<file path="config.mk">
export PLATFORM = sky130hd
export DESIGN_NAME = router_fifo_flat
export DESIGN_NICKNAME = d
export VERILOG_FILES = /design/src/rtl/router_fifo_if.sv /design/src/rtl/router_fifo.sv /design/src/flat_wrapper.sv
export SDC_FILE = /design/constraint.sdc
export NUM_CORES = 1
export LEC_CHECK = 0
export ABC_CLOCK_PERIOD_IN_PS = 5860
export BUFFER_PORTS_ARGS = -buffer_cell sky130_fd_sc_hd__buf_2
export CORE_MARGIN = 2
export CORE_UTILIZATION = 55
export DETAILED_ROUTE_END_ITERATION = 8
export PLACE_DENSITY = 0.78
export SLEW_MARGIN = 0
export SYNTH_ARGS = -nofsm -noshare
export SYNTH_HDL_FRONTEND = slang
export SYNTH_SLANG_ARGS = --single-unit
export TNS_END_PERCENT = 10
</file>
<file path="constraint.sdc">
create_clock -name clk -period 5.86 [get_ports clk]
set_clock_uncertainty 0.1 [all_clocks]
set_input_delay 0.293 -clock clk [delete_from_list [all_inputs] [get_ports clk]]
set_output_delay 0.293 -clock clk [all_outputs]
set_load 0.01 [all_outputs]
</file>
<file path="src/rtl/router_fifo_if.sv">
// Byte-stream handshake between the router input FSM, one destination FIFO and its output port.
// The master side writes bytes and reads them back; the slave side is the FIFO.
interface router_fifo_if #(
    parameter int DATA_W = 8
);
    logic              wr_en;
    logic              rd_en;
    logic              lfd_state;
    logic [DATA_W-1:0] din;
    logic              full;
    logic              empty;
    logic [DATA_W-1:0] dout;

    modport master (
        output wr_en, rd_en, lfd_state, din,
        input  full, empty, dout
    );

    modport slave (
        input  wr_en, rd_en, lfd_state, din,
        output full, empty, dout
    );
endinterface

</file>
<file path="src/rtl/router_fifo.sv">
// Per-destination 16-entry packet FIFO for the 1x3 router, with header-flag storage and a remaining-byte counter.
// Define FIFO_TRISTATE_OUT_EN to float dout when idle, so the three FIFOs can share one output bus.
module router_fifo #(
    parameter int DATA_W = 8,
    parameter int DEPTH  = 16,
    parameter int PTR_W  = 5
) (
    input  logic           clk,
    input  logic           rst,
    input  logic           soft_rst,
    router_fifo_if.slave   bus
);
    localparam int ADDR_W = PTR_W - 1;

    logic [DATA_W:0]   mem [DEPTH];
    logic [PTR_W-1:0]  wr_ptr;
    logic [PTR_W-1:0]  rd_ptr;
    logic [6:0]        pkt_cnt;
    logic              pkt_done;
    logic              out_en;
    logic [DATA_W-1:0] dout_q;
    logic              do_wr;
    logic              do_rd;
    logic [DATA_W:0]   rd_entry;

    assign bus.empty = (wr_ptr == rd_ptr);
    assign bus.full  = (wr_ptr[ADDR_W-1:0] == rd_ptr[ADDR_W-1:0]) &&
                       (wr_ptr[PTR_W-1] != rd_ptr[PTR_W-1]);
    assign do_wr     = bus.wr_en && !bus.full;
    assign do_rd     = bus.rd_en && !bus.empty;
    assign rd_entry  = mem[rd_ptr[ADDR_W-1:0]];

    always_ff @(posedge clk or negedge rst) begin
        if (!rst) begin
            for (int i = 0; i < DEPTH; i++) mem[i] <= '0;
        end else if (soft_rst) begin
            for (int i = 0; i < DEPTH; i++) mem[i] <= '0;
        end else if (do_wr) begin
            mem[wr_ptr[ADDR_W-1:0]] <= {bus.lfd_state, bus.din};
        end
    end

    // pkt_done marks that the last read finished a packet; the next idle edge releases dout.
    always_ff @(posedge clk or negedge rst) begin
        if (!rst) begin
            wr_ptr   <= '0;
            rd_ptr   <= '0;
            pkt_cnt  <= '0;
            pkt_done <= 1'b0;
            out_en   <= 1'b0;
            dout_q   <= '0;
        end else if (soft_rst) begin
            wr_ptr   <= '0;
            rd_ptr   <= '0;
            pkt_cnt  <= '0;
            pkt_done <= 1'b0;
            out_en   <= 1'b0;
            dout_q   <= '0;
        end else begin
            if (do_wr) wr_ptr <= wr_ptr + 1'b1;
            if (do_rd) begin
                rd_ptr <= rd_ptr + 1'b1;
                dout_q <= rd_entry[DATA_W-1:0];
                out_en <= 1'b1;
                if (rd_entry[DATA_W]) begin
                    pkt_cnt  <= {1'b0, rd_entry[7:2]} + 7'd1;
                    pkt_done <= 1'b0;
                end else if (pkt_cnt != 7'd0) begin
                    pkt_cnt  <= pkt_cnt - 7'd1;
                    pkt_done <= (pkt_cnt == 7'd1);
                end else begin
                    pkt_done <= 1'b0;
                end
            end else if (pkt_done) begin
                pkt_done <= 1'b0;
                out_en   <= 1'b0;
                dout_q   <= '0;
            end
        end
    end

`ifdef FIFO_TRISTATE_OUT_EN
    assign bus.dout = out_en ? dout_q : 'z;
`else
    assign bus.dout = out_en ? dout_q : '0;
`endif

endmodule

</file>
<file path="src/flat_wrapper.sv">
// flat-port wrapper written by rule: the top's interface ports become plain ports
module router_fifo_flat 
#(
    parameter int DATA_W = 8,
    parameter int DEPTH  = 16,
    parameter int PTR_W  = 5
)
  (clk, rst, soft_rst, bus_wr_en, bus_rd_en, bus_lfd_state, bus_din, bus_full, bus_empty, bus_dout);
  router_fifo_if #(.DATA_W(DATA_W)) bus_i ();
  input  logic clk;
  input  logic rst;
  input  logic soft_rst;
  input wire logic [$bits(bus_i.wr_en)-1:0] bus_wr_en;
  input wire logic [$bits(bus_i.rd_en)-1:0] bus_rd_en;
  input wire logic [$bits(bus_i.lfd_state)-1:0] bus_lfd_state;
  input wire logic [$bits(bus_i.din)-1:0] bus_din;
  output wire logic [$bits(bus_i.full)-1:0] bus_full;
  output wire logic [$bits(bus_i.empty)-1:0] bus_empty;
  output wire logic [$bits(bus_i.dout)-1:0] bus_dout;
  assign bus_i.wr_en = bus_wr_en;
  assign bus_i.rd_en = bus_rd_en;
  assign bus_i.lfd_state = bus_lfd_state;
  assign bus_i.din = bus_din;
  assign bus_full = bus_i.full;
  assign bus_empty = bus_i.empty;
  assign bus_dout = bus_i.dout;
  router_fifo #(.DATA_W(DATA_W), .DEPTH(DEPTH), .PTR_W(PTR_W)) u_core (.clk(clk), .rst(rst), .soft_rst(soft_rst), .bus(bus_i));
endmodule
</file>
==> results of run 1 <==
-- layer usage --
metal  routed length (um)  part of all wire  vias up  global-route usage
met5                    0                 0        -                   0
met4                  623             0.030        0               0.108
met3                 1220             0.060       45              0.0517
met2                10000              0.49      223               0.420
met1                 8640              0.42     3033               0.364
li1                     -                 -     2617                   -
-- area by class of cell --
cell class,instances,area share
Multi-Input combinational cell,512,0.434
Inverter,8,0.00317
Sequential cell,171,0.452
Tap cell,216,0.0285
Timing Repair Buffer,29,0.0181
Clock buffer,21,0.0497
Clock inverter,11,0.0149
-- critical path: cells and delay by family (launching register included) --
kind | cells | cell delay [ns]
AOI/OAI and AO/OA | 1 | 0.58
DFF | 1 | 0.66
and+or+nand+nor | 3 | 1.29
xor gates and xnor gates | 1 | 0.13
muxes | 1 | 0.48
-- metrics by stage --
step	setup slack, ns	instance area, um2	hold WS, ns
final	2.45	9480	0.190
after global routing	2.34	9480	0.201
after CTS	2.57	9480	0.173
after detailed placement	2.66	8850	0.332
after global placement	2.74	8850	0.314
after floorplan	3.49	8740	-0.103
-- flip-flops by register name, summed over array words and instances (netlist names) --
register         cells
u_core.wr_ptr        5
u_core.mem         144
u_core.pkt_done      1
u_core.out_en        1
u_core.pkt_cnt       7
u_core.rd_ptr        5
u_core.dout_q        8
-- cell usage in the layout (no fill, tap or decap), types with 10 or more instances in the layout --
cell / instances
dfrtp_1: 170
and2_1: 14
buf_2: 21
nand2_1: 22
clkbuf_16: 17
a21oi_1: 14
mux4_2: 40
a22oi_1: 10
nor2_1: 166
mux2i_1: 145
nand3_1: 14
-- kinds of logic (layout without fill, tap and decap cells) --
group / after synthesis / after routing / share of synthesized area
AOI/OAI and AO/OA: 48 / 48 / 0.0389
xor gates and xnor gates: 16 / 16 / 0.0160
adders and majority gates: 9 / 9 / 0.0129
buffers and inverters: 73 / 69 / 0.0401
DFF: 171 / 171 / 0.490
muxes: 185 / 185 / 0.269
and+or+nand+nor: 254 / 254 / 0.133
-- where the power goes --
group / internal (mW) / switching [mW] / total [mW] / leakage [nW]
combinational: 0.192 / 0.300 / 0.491 / 2.44
clock: 0.702 / 0.466 / 1.17 / 0.295
sequential: 1.22 / 0.0381 / 1.25 / 2.38
-- what timing repair did --
action | CTS | global route
endpoints found under the hold margin | 89 | 0
gates resized for setup | 0 | 0
hold buffers | 1 | 0
-- worst max-delay path by stage --
stage	slack, ns	endpoint	depth (start not counted)	start
global route	2.34	u_core.mem[123]	6	u_core.wr_ptr[3]
floorplan	3.49	u_core.pkt_cnt[2]	9	u_core.rd_ptr[0]
detailed placement	2.66	u_core.mem[108]	6	u_core.rd_ptr[2]
CTS	2.57	u_core.mem[108]	6	u_core.wr_ptr[2]
global placement	2.74	u_core.pkt_cnt[5]	7	u_core.rd_ptr[0]
finish	2.45	u_core.mem[108]	6	u_core.wr_ptr[2]
==> results.json, run 1 <==
{
  "status": "completed",
  "seq_area_frac_synth": 0.490,
  "ys.flop_type": "dfrtp_1",
  "crit_fanout": 21,
  "drc_errors": 0,
  "yosysTopAreaCell": "dfrtp_1",
  "clock-root-buffer": "clkbuf_16",
  "slew_viol_final": 0,
  "p_leak_nw": 5.11,
  "grt_setup_unrepaired": "no",
  "grt_overflow": 0,
  "port_buffers": 23,
  "drive_gt1_frac": 0.141,
  "dieArea_um2": 16900,
  "crit_arrival_ns": 3.58,
  "vias_per_cell": 6.11,
  "crit_required_ns": 6.04,
  "ant_nets": 0,
  "die_x_um": 130,
  "synth_edf_count": 0,
  "final_net_count": 762,
  "yosys-top-cells-area": "dfrtp_1 (49%), mux2i_1 (17%), mux4_2 (10%)",
  "fp.dieH_um": 130,
  "drtPass1Iterations": 5,
  "min_period_ns": 3.41,
  "clkSinkCount": 171,
  "fill_cells": 1222,
  "coreArea_um2": 15700,
  "ys_warn_count": 0,
  "peakVddDrop_mv": 0.239,
  "worstPathCellList": "xnor2_1, nand4_1, o21a_1, nand4bb_1, mux2i_1, nor2_1",
  "hp-start": "bus_din[7]",
  "place_inst": 935,
  "antenna_found_initial": 0,
  "synth_most_common_cell": "dfrtp_1",
  "cts-buffers-inserted": 17,
  "wire_per_inst_um": 21.2,
  "crit_type": "register to register",
  "grt_pass1_vias": 5900,
  "r2r_slack_ns": 2.45,
  "worstMarginPinSlew_ns": 1.10,
  "min_path_cells": 3,
  "cts_tree": "yes",
  "dp_hpwl_um": 12800,
  "synthTopCellsByCount": "dfrtp_1 (171), nor2_1 (166), mux2i_1 (145), mux4_2 (40), clkbuf_1 (33)",
  "place_congestion": 0.834,
  "start_util": 0.556,
  "grt_pass1_wl_um": 33400,
  "max_freq_mhz": 294,
  "period_share": 0.581,
  "ctsLongestPathBuffers": 2,
  "r2r_end": "u_core.mem[108]",
  "areaGrowthSynthToFinish_pct": 8.40,
  "regArea_um2": 4280,
  "num_vias": 5918,
  "finalSetupViolations": 0,
  "instances_no_fill": 968,
  "relSlewSlack": 0.259,
  "netlist_area_um2": 8740,
  "htree_levels": 4,
  "rows": 46,
  "ff2ff_path_depth": 6,
  "setup_tns_ns": 0,
  "async_flop_share": 1.00,
  "antenna_cells": 0,
  "multi_input_comb_area_um2": 4110,
  "grt_max_degree": 101,
  "post_cts_buffers": 0,
  "synth_top_area_frac": 0.490,
  "syn_inst": 756,
  "wl_um": 20500,
  "num_io_pins": 24,
  "min_path_type": "primary input to register",
  "min_to": "u_core.mem[61]",
  "p_total_mw": 2.91,
  "timing.rr.start": "u_core.wr_ptr[2]",
  "clk_latency_ns": 0.44,
  "start_kind": "register",
  "crit_slowest_cell": "nand4bb_1",
  "clkTransAtPathRegs_ns": 0.07,
  "max_stage_delay_ns": 0.98,
  "final_util": 0.603,
  "p_per_area_nw_per_um2": 308,
  "hold_viol": 0,
  "grtUsageTotal": 0.265,
  "drt_iter0_markers": 853,
  "critPathCaptureType": "register",
  "ys_types": 50,
  "syn_nets": 779,
  "synth-seq-cells": 171,
  "drv_cap": 0,
  "postSynthAreaPerCell_um2": 11.6
}
No activity file was read; power rests on OpenSTA's default activity.
==> run 2: changes to the inputs <==
Settings changed: ABC_AREA set to 1, ABC_CLOCK_PERIOD_IN_PS 5860 to 3090, PLACE_DENSITY 0.78 to 0.8.
Clock period 5.86 ns to 3.09 ns, I/O delays scaled along.
==> run 2 against run 1 <==
Against the previous run:
- utilization rose by 1.3 points
- critical endpoint is now u_core.mem[110]
- clock power rose by 74%
- sequential power rose by 90%
==> results.json, run 2 <==
{
  "status": "completed",
  "crit_slowest_cell": "dfrtp_1",
  "areaGrowthSynthToFinish_pct": 9.65,
  "crit_fanout": 16,
  "dieArea_um2": 16500,
  "ys.flop_type": "dfrtp_1",
  "antenna_cells": 0,
  "grt_overflow": 0,
  "fin_ws_ns": 0.437,
  "rows": 45,
  "antenna_found_initial": 0,
  "syn_nets": 1053,
  "cts-buffers-inserted": 17,
  "cts_tree": "yes",
  "synthTopCellsByCount": "nand2_1 (214), dfrtp_1 (171), inv_1 (143), nand3_1 (118), o22ai_1 (103)",
  "crit_required_ns": 3.27,
  "largest_register": "u_core.mem",
  "final_common_cell": "nand2_1",
  "crit_arrival_ns": 2.83,
  "r2r_slack_ns": 0.44,
  "hold_viol": 0,
  "crit_type": "register to register",
  "ff2ff_path_depth": 10,
  "slew_viol_final": 0,
  "port_buffers": 23,
  "syn_inst": 1030,
  "final_cell_mix": "nand2_1 (214), dfrtp_1 (170), inv_1 (143)",
  "start_util": 0.562,
  "worstPathCellList": "xor2_1, nor2_2, nand3_2, nand2_4, inv_2, nand2_2, inv_2, nand3_1, nand2_1, o22ai_1",
  "grtUsageTotal": 0.288,
  "ctsLongestPathBuffers": 2,
  "wl_um": 22400,
  "p_leak_nw": 4.49,
  "async_flop_share": 1.00,
  "drtPass1Iterations": 5,
  "setup_tns_ns": 0,
  "min_path_type": "primary input to asynchronous set/reset pin",
  "crit_top_cell": "inv_2",
  "largest_register_ffs": 144,
  "final_net_count": 1060,
  "num_io_pins": 24,
  "max_freq_mhz": 377,
  "place_congestion": 0.926,
  "drt_iter0_markers": 890,
  "clock-root-buffer": "clkbuf_16",
  "postSynthAreaPerCell_um2": 8.26,
  "netlist_area_um2": 8510,
  "yosysTopAreaCell": "dfrtp_1",
  "synth_most_common_cell": "nand2_1",
  "seq_area_frac_synth": 0.503,
  "drive_gt1_frac": 0.103,
  "synth-seq-cells": 171,
  "clk_latency_ns": 0.44,
  "dp_hpwl_um": 14400,
  "dp_slack_ns": 0.557,
  "post_cts_buffers": 0,
  "htree_levels": 4,
  "worstMarginPinSlew_ns": 0.950,
  "period_share": 0.859,
  "critPathCaptureType": "register",
  "cts_resized": 0,
  "p_per_area_nw_per_um2": 596,
  "reg_top3": "u_core.mem x144, u_core.dout_q x8, u_core.pkt_cnt x7",
  "relSlewSlack": 0.365,
  "start_kind": "register",
  "synth_edf_count": 0,
  "finalSetupViolations": 0,
  "coreArea_um2": 15100,
  "grt_pass1_wl_um": 36600,
  "grt_setup_unrepaired": "no",
  "min_period_ns": 2.65,
  "max_stage_delay_ns": 0.70,
  "wire_per_inst_um": 18.1,
  "holdBufCountCts": 4,
  "vias_per_cell": 5.93,
  "yosys-top-cells-area": "dfrtp_1 (50%), nand2_1 (9.4%), o22ai_1 (7.6%)",
  "synth_top_area_frac": 0.503,
  "num_vias": 7331,
  "peakVddDrop_mv": 0.526,
  "ys_warn_count": 0,
  "grt_max_degree": 74,
  "clkSinkCount": 171,
  "drv_cap": 0,
  "clkTransAtPathRegs_ns": 0.06,
  "fp.dieH_um": 128,
  "ant_nets": 0,
  "grt_pass1_vias": 7013,
  "ys_types": 35,
  "die_x_um": 128,
  "drc_errors": 0
}
[run 2: changes by cell type after synthesis, moves of 10 or more]
cell / before / now
a22oi_1: 10 / 0
inv_1: 6 / 143
a21oi_1: 14 / 29
nand3_1: 14 / 118
nor2_1: 166 / 27
mux2i_1: 145 / 0
nand2_1: 22 / 214
o21ai_0: 3 / 62
clkbuf_1: 33 / 15
o22ai_1: 2 / 103
and2_1: 14 / 0
o21ai_1: 2 / 16
mux4_2: 40 / 0
[run 2: worst paths after layout]
check | startpoint | to
worst min register to register | u_core.mem[107] | u_core.mem[107]
worst max register to register | u_core.rd_ptr[2] | u_core.mem[110]
worst max-delay path | u_core.rd_ptr[2] | u_core.mem[110]
max in group asynchronous | rst | u_core.rd_ptr[0]
worst min-delay path | rst | u_core.mem[74]
min in group clk | bus_din[3] | u_core.mem[30]
[run 2: logic make-up (layout without fill, tap and decap cells)]
logic type,Yosys count,after routing,synth area share
adder cells (fa/ha/maj),9,9,0.0132
AO/OA/AOI/OAI,230,230,0.160
flip-flops,171,171,0.503
buffers and inverters,219,237,0.110
XOR/XNOR,11,11,0.0113
AND/OR/NAND/NOR,390,390,0.203
[run 2: critical path: cells and delay by family, from the launching register on]
kind / cells / cell delay [ns]
compound gates: 1 / 0.12
xor+xnor: 1 / 0.22
buf+inv: 2 / 0.29
flops: 1 / 0.70
simple gates: 6 / 1.06
[run 2: area by class of cell]
cell class	count	area [um2]
inverters	155	582
clock inverters	9	100
clock buffers	21	450
repair buffers	52	387
fillers	1260	5820
well taps	188	235
multi-input cells	640	3290
flip-flops and latches	171	4280
[run 2: stage by stage]
stage                     cells  hold WS, ns  cell area [um2]   util  total power [mW]
after floorplan            1030       -0.241             8510      -              3.22
after global placement     1202        0.108             8740  0.577              3.51
after detailed placement   1202        0.106             8740  0.577              3.53
after CTS                  1236        0.187             9330  0.616              5.56
after global routing       1236        0.212             9330  0.616              5.83
final                      1236        0.199             9330  0.616              5.56
[run 2: report_power, final]
part           total, mW  internal (mW)  switching, mW
clock               2.04           1.19          0.847
combinational       1.14          0.369          0.773
sequential          2.38           2.31         0.0698
[run 2: routing by layer]
layer | routed length (um) | GRT usage | vias to the layer above
met3 | 1520 | 0.0549 | 53
met1 | 9850 | 0.406 | 3518
met2 | 10500 | 0.451 | 320
li1 | - | - | 3440
met4 | 543 | 0.106 | 0
met5 | 0 | 0 | -
==> run 3: changes to the inputs <==
Settings changed: ABC_AREA 1 to unset, ABC_CLOCK_PERIOD_IN_PS 3090 to 3100, GPL_ROUTABILITY_DRIVEN set to 0, PLACE_DENSITY 0.8 to 0.78.
Clock period 3.09 ns to 3.1 ns, I/O delays scaled along.
==> run 3 against run 2 <==
Against the previous run:
- fmax is 5.0% lower
- critical path depth is 2 lower
- worst setup slack worse by 0.13 ns
- first-iteration DRC count is 28% lower
- final area is 4.4% higher
- register-to-register slack worse by 0.13 ns
- via count is 16% lower
- die area is 2.7% higher
- critical path type unchanged
- critical endpoint is now u_core.pkt_cnt[2]
- largest cell class unchanged
- largest power group unchanged
- highest routed layer unchanged
==> results.json, run 3 (synthesis results as in run 1) <==
{
  "ant_nets": 0,
  "min_period_ns": 2.79,
  "p_per_area_nw_per_um2": 563,
  "antenna_found_initial": 2,
  "timing.rr.start": "u_core.rd_ptr[0]",
  "max_freq_mhz": 358,
  "grt_overflow": 0,
  "largest_register_ffs": 144,
  "drtPass1Iterations": 5,
  "hp-start": "bus_din[3]",
  "drc_errors": 0,
  "min_path_cells": 3,
  "drv_cap": 0,
  "grt_setup_unrepaired": "no",
  "wl_um": 21100,
  "cts-buffers-inserted": 17,
  "cts_resized": 0,
  "grtUsageTotal": 0.272,
  "fp.dieH_um": 130,
  "grt_pass1_vias": 6232,
  "rows": 46,
  "status": "completed",
  "dp_hpwl_um": 13600,
  "vias_per_cell": 6.17,
  "final_util": 0.620,
  "areaGrowthSynthToFinish_pct": 11.4,
  "fin_ws_ns": 0.308,
  "finalSetupViolations": 0,
  "fill_cells": 1187,
  "clkSinkCount": 171,
  "num_vias": 6153,
  "period_share": 0.901,
  "peakVddDrop_mv": 0.452,
  "wire_per_inst_um": 21.2,
  "htree_levels": 4,
  "post_cts_buffers": 0,
  "r2r_end": "u_core.pkt_cnt[2]",
  "crit_arrival_ns": 3.01,
  "port_buffers": 23,
  "drt_iter0_markers": 641,
  "grt_pass1_wl_um": 34100,
  "clock-root-buffer": "clkbuf_16",
  "cts_tree": "yes",
  "min_to": "u_core.mem[111]",
  "final_net_count": 789,
  "clkTransAtPathRegs_ns": 0.07,
  "p_leak_nw": 5.26,
  "crit_type": "register to register",
  "ctsLongestPathBuffers": 2,
  "drive_gt1_frac": 0.172,
  "die_x_um": 130,
  "ff2ff_path_depth": 8,
  "hold_viol": 0,
  "crit_required_ns": 3.31,
  "largest_register": "u_core.mem",
  "clk_latency_ns": 0.44,
  "num_io_pins": 24,
  "crit_fanout": 9,
  "relSlewSlack": 0.353,
  "dieArea_um2": 16900,
  "worstMarginPinSlew_ns": 0.970,
  "final_common_cell": "dfrtp_1",
  "grt_max_degree": 98,
  "start_util": 0.556,
  "min_path_type": "primary input to register",
  "holdBufCountCts": 1,
  "dp_slack_ns": 0.379,
  "reg_top3": "u_core.mem x144, u_core.dout_q x8, u_core.pkt_cnt x7",
  "setup_tns_ns": 0,
  "final_cell_mix": "dfrtp_1 (170), nor2_1 (166), mux2i_1 (145)",
  "start_kind": "register",
  "coreArea_um2": 15700,
  "critPathCaptureType": "register",
  "slew_viol_final": 0,
  "r2r_slack_ns": 0.31
}
-- run 3: metal layers --
metal | GRT usage | up-vias | routed length, um
met4 | 0.127 | 0 | 900
met5 | 0 | - | 0
met3 | 0.0730 | 59 | 1500
li1 | - | 2686 | -
met2 | 0.423 | 264 | 10100
met1 | 0.361 | 3144 | 8670
-- run 3: power by group --
group | total (mW) | switching (mW) | internal (mW)
sequential | 2.39 | 0.0897 | 2.30
combinational | 0.948 | 0.559 | 0.389
clock | 2.15 | 0.926 | 1.22
-- run 3: worst max-delay path by stage --
stage                                 from                 to  slack [ns]
final                     u_core.rd_ptr[0]  u_core.pkt_cnt[2]        0.31
after global routing      u_core.rd_ptr[0]  u_core.pkt_cnt[2]        0.17
after CTS                 u_core.rd_ptr[0]  u_core.pkt_cnt[2]        0.35
after detailed placement  u_core.rd_ptr[0]  u_core.pkt_cnt[2]        0.38
after global placement    u_core.rd_ptr[0]  u_core.pkt_cnt[2]        0.44
after floorplan           u_core.rd_ptr[0]  u_core.pkt_cnt[2]        0.73
-- run 3: critical path, stage by stage (launching register included) --
cell and delay (ns):
dfrtp_2 0.58, buf_4 0.30, mux4_2 0.54, a22oi_1 0.25, nand2_2 0.17, ha_1 0.27
xor2_1 0.18, a21oi_1 0.17, a31oi_1 0.11
-- run 3: cell type report --
cell class              count  area, um2  share of cell area
flip-flops and latches    171       4280               0.439
repair buffers             56        449              0.0461
clock buffers              18        439              0.0451
inverters                   8       30.0             0.00308
multi-input cells         512       4110               0.422
clock inverters            14        155              0.0159
well taps                 216        270              0.0277
diodes                      2       5.00            0.000514
-- run 3: per-stage QoR --
step	std cells	hold slack [ns]	total power [mW]	cell area, um2
floorplan	756	-0.241	3.10	8740
global placement	962	0.136	3.33	9130
detailed placement	962	0.150	3.35	9130
CTS	995	0.0322	5.51	9740
global route	997	0.0595	5.71	9740
finish	997	0.0468	5.49	9740
